===== config.mk =====
export PLATFORM = sky130hd
export DESIGN_NAME = ode_step_sequencer
export DESIGN_NICKNAME = d
export VERILOG_FILES = /design/src/rtl/ode_step_sequencer.sv
export SDC_FILE = /design/constraint.sdc
export NUM_CORES = 1
export LEC_CHECK = 0
export CORE_ASPECT_RATIO = 0.5
export CORE_UTILIZATION = 40
export CTS_BUF_LIST = sky130_fd_sc_hd__clkbuf_8 sky130_fd_sc_hd__clkbuf_16
export DETAILED_ROUTE_END_ITERATION = 8
export HOLD_SLACK_MARGIN = 0.06
export PLACE_DENSITY = 0.71
export SETUP_SLACK_MARGIN = 0.3
export SYNTH_ARGS = -nofsm -noshare
export SYNTH_HDL_FRONTEND = slang
export SYNTH_SLANG_ARGS = --single-unit
export TNS_END_PERCENT = 10

===== constraint.sdc =====
create_clock -name clk -period 2.65 [get_ports clk]
set_input_delay 0.3975 -clock clk [delete_from_list [all_inputs] [get_ports clk]]
set_output_delay 0.3975 -clock clk [all_outputs]
set_load 0.02 [all_outputs]

===== src/rtl/ode_step_sequencer.sv =====
// rtl/ode_step_sequencer.sv - step sequencer for an ODE solver datapath with watchdog
module ode_step_sequencer #(
    parameter int WORD_SIZE = 32,
    parameter int TIMEOUT   = 1024,
    parameter int TO_WIDTH  = 11
) (
    input  logic                 clk,
    input  logic                 rst,
    input  logic                 cfg_valid,
    input  logic [WORD_SIZE-1:0] cfg_steps,
    input  logic                 go,
    input  logic                 abort,
    input  logic                 step_done,
    output logic                 step_start,
    output logic [WORD_SIZE-1:0] step_index,
    output logic [WORD_SIZE-1:0] steps_left,
    output logic                 busy,
    output logic                 done,
    output logic                 timeout_err
);

    typedef enum logic [2:0] {
        IDLE  = 3'd0,
        ISSUE = 3'd1,
        WAIT  = 3'd2,
        DONE  = 3'd3,
        ERROR = 3'd4
    } state_t;

    // Watchdog terminal count; zero TIMEOUT disables the check entirely.
    localparam logic [TO_WIDTH-1:0] TO_LAST = (TIMEOUT == 0) ? '0 : TO_WIDTH'(TIMEOUT - 1);

    state_t                state, state_n;
    logic [WORD_SIZE-1:0]  limit, limit_n;
    logic [WORD_SIZE-1:0]  index_n;
    logic [WORD_SIZE-1:0]  index_inc;
    logic [TO_WIDTH-1:0]   watchdog, watchdog_n;
    logic                  idle_like;

    assign index_inc = step_index + WORD_SIZE'(1);
    assign idle_like = (state == IDLE) || (state == DONE) || (state == ERROR);

    // Outputs are decoded from state and registers only, never from inputs.
    assign step_start  = (state == ISSUE);
    assign busy        = (state == ISSUE) || (state == WAIT);
    assign done        = (state == DONE);
    assign timeout_err = (state == ERROR);
    assign steps_left  = limit - step_index;

    // State and datapath registers; reset clears everything including a pending start pulse.
    always_ff @(posedge clk or negedge rst) begin
        if (!rst) begin
            state      <= IDLE;
            limit      <= '0;
            step_index <= '0;
            watchdog   <= '0;
        end else begin
            state      <= state_n;
            limit      <= limit_n;
            step_index <= index_n;
            watchdog   <= watchdog_n;
        end
    end

    // Next-state logic with priority abort > step_done > timeout > go.
    always_comb begin
        state_n    = state;
        limit_n    = limit;
        index_n    = step_index;
        watchdog_n = watchdog;

        // A new limit is only accepted while not running; a same-cycle go still sees the old one.
        if (idle_like && cfg_valid) begin
            limit_n = cfg_steps;
        end

        if (abort && (state != IDLE)) begin
            state_n = IDLE;
        end else begin
            case (state)
                IDLE, DONE, ERROR: begin
                    if (go) begin
                        index_n = '0;
                        state_n = (limit != '0) ? ISSUE : DONE;
                    end
                end
                ISSUE: begin
                    watchdog_n = '0;
                    state_n    = WAIT;
                end
                WAIT: begin
                    watchdog_n = watchdog + TO_WIDTH'(1);
                    if (step_done) begin
                        index_n = index_inc;
                        state_n = (index_inc == limit) ? DONE : ISSUE;
                    end else if ((TIMEOUT != 0) && (watchdog == TO_LAST)) begin
                        state_n = ERROR;
                    end
                end
                default: state_n = IDLE;
            endcase
        end
    end

endmodule


==> qor.csv <==
metric,value,unit
FF-to-FF path depth,13,
flop-to-flop setup slack,-0.11,ns
slowest cell delay on critical path,0.41,ns
Worst-Margin Slew,0.687,ns
Core Box Area,14800,sq um
Final Setup Violations,26,
nets,1068,
Crit path required time,2.25,ns
share of the synthesized area in the top cell type,31.4,%
Startpoint Class,flop,
vias in the first global route,6428,
Root Buffer Master,clkbuf_16,
"area leader, netlist",dfrtp_1,
"EDFF count, synth",0,
sw frac,44.3,%
critical-path cell list,"buf_4, buf_6, fa_2, nand2b_4, a21o_1, a31oi_4, a21o_4, a31o_4, a21oi_4, o311ai_2, a21oi_2, xnor2_2, buf_4",
status,"complete, but fails checks",
die area,16100,sq um
# port buffers,105,
"IR drop worst, VDD",0.000814,V
Ys Warns,0,
Area Overhead vs Synth,50.5,%
"Max FO, Critical Path",2,
Placed Instances,1176,
"most common cell after layout, fill and taps aside",buf_4,
Die Width,178,um
"Arr. time, crit path",3.04,ns
clock power share,11.4,%
syn avg cell area,8.56,sq um
hpwl dp,15.1,mm
Num CTS Buffers,9,
IO Pins,106,
worst-case clock buffer depth,2,
RSZ-0062 raised after global routing,true,
sequential power share,15.3,%
Tmin final,3.44,ns
R2R Path End,state[1],
combinational share of power,73.3,%
synthesized cell area,6210,sq um
failing checks,negative setup slack,
global route overflow,0,
post-cts hold buffer count,0,
Final Power,11.3,mW
CP Capture Type,output port,
FMAX,291,MHz
Via density,5.49,
"slowest stage cell, crit path",dfrtp_2,
largest net degree at the start of global routing,41,
DRC viols,0,
# H-tree levels,3,
router iterations before antenna repair,5,
Netlist cell types,67,
routed len/inst,16.6,um
Crit path top cell by count,buf_4,
top cells by area in the synthesized netlist,"dfrtp_1, xnor2_1, ha_1",
ys flop type,dfrtp_1,
Initial Utilization,41.9,%
Die H,90.1,um
Final ANT Viol Nets,0,
final cell count without fillers,1199,
Max Slew Vio Count,0,
clk slew on worst S/H paths,0.07,ns
row cnt,31,
sw power,5.00,mW
P_int,6.30,mW
HP Class,input port to async pin,
Routed Wire Length,20.0,mm
worst relative slew slack,54.2,%
first-pass GRT wire length,32.0,mm
Synthesized Nets,798,
"FF+latch count, synth",78,
layout cells sized above 1,33.8,%
"Cell Area, Placed",8790,sq um
CTS tree,done,
Final Hold Viols,0,
Final Util,63.1,%
max-cap violations,0,
final worst setup slack,-0.788,ns
placer congestion estimate,0.918,
Final Cycle Share,130,%
post-layout instance area,9350,sq um
clk_skew,0.00692,ns
global-route usage over all layers,24.8,%
vias post-DR,6579,
initial antenna violation count,0,
Iter 0 DRT Violations,407,
Synth async-reset ratio,100,%
Clock Latency Late Sink,0.35,ns
Mapped Cells,726,
Cell Pwr Density,1210,nW/um^2
register area share after synthesis,31.4,%
Sink Count,78,
Reg-to-Reg Start,step_index[1],
Crit Path Category,flop to output port,
leakage power,4.00,nW
# diodes,0,
most frequent cells in the layout,"buf_4, clkdlybuf4s50_1, dfrtp_1",
## cell usage after synthesis, drive strengths merged (4+ instances only)
cell / count
dfrtp: 78
o21ai: 63
nor2: 58
xnor2: 50
inv: 45
a21oi: 44
nand2: 43
nand3: 36
ha: 33
mux2: 33
xor2: 31
clkbuf: 21
nor3: 19
nand4: 17
nor4: 16
or3: 14
a21o: 9
and3: 9
buf: 9
o211ai: 8
nand2b: 7
nor2b: 7
a211oi: 6
a31oi: 6
o21a: 6
and2: 5
a22o: 4
and4: 4
## state kept, by name, summed over array words and instances (netlist names)
name        count
watchdog       11
limit          32
step_index     32
state           3
## critical path: cells and delay by family (launching register included)
family	cells	cell delay (ns)
AOI/OAI and AO/OA	7	1.22
xor gates and xnor gates	1	0.13
adders and majority gates	1	0.38
buffers and inverters	3	0.39
DFF	1	0.41
and+or+nand+nor	1	0.15
## layout make-up
cell class	instances	area (sq um)
repair buffers	289	2400
multi-input cells	573	4270
inverters	45	169
fillers	1192	5470
flip-flops and latches	78	1970
clock buffers	9	225
well taps	198	248
clock inverters	7	78.8
## through the flow
step           TNS, ns  hold WS (ns)  worst slack, ns
2_1_floorplan    -3.13         0.102           -0.364
3_3_place_gp    -15.84         0.423           -0.995
3_5_place_dp    -16.30         0.424            -1.01
4_1_cts         -13.24        0.0622           -0.784
5_1_grt         -15.81        0.0905           -0.923
6_report        -12.84        0.0456           -0.788
## power by group through the flow
stage / logic (mW) / registers, mW / clock network, mW
after CTS: 7.87 / 1.72 / 1.30
after global routing: 8.88 / 1.77 / 1.34
after detailed placement: 7.88 / 1.74 / 0
final: 8.28 / 1.73 / 1.29
after global placement: 7.73 / 1.71 / 0
after floorplan: 4.15 / 1.82 / 0
## repair_timing
item                                    CTS  global route
endpoints found under the setup margin   34            36
resized for setup                       152            51
setup buffers                             3             4
pin swaps                                20            20
## routing by layer
metal  up-vias  GRT usage (%)  share of wire (%)
met4         0           6.64                1.4
met3        27           3.47                5.6
li1       3161              -                  -
met2       195           40.5                 48
met1      3196           34.3                 45
met5         -              0                  0
## how the worst max path moves through the flow
stage,startpoint,to,slack [ns],cells after the start
2_1_floorplan,step_index[0],steps_left[30],-0.36,11
3_3_place_gp,step_index[1],steps_left[31],-0.99,12
3_5_place_dp,step_index[1],steps_left[31],-1.01,12
4_1_cts,step_index[0],steps_left[30],-0.78,12
5_1_grt,step_index[1],steps_left[31],-0.92,12
6_report,step_index[1],steps_left[30],-0.79,13
## logic make-up after synthesis
kind of cell | synth area share (%)
fa+ha+maj | 6.97
compound gates | 18.0
simple gates | 20.7
mux | 6.47
buf+inv | 4.94
xor+xnor | 11.4
flops | 31.4
No activity file was read; power rests on OpenSTA's default activity.
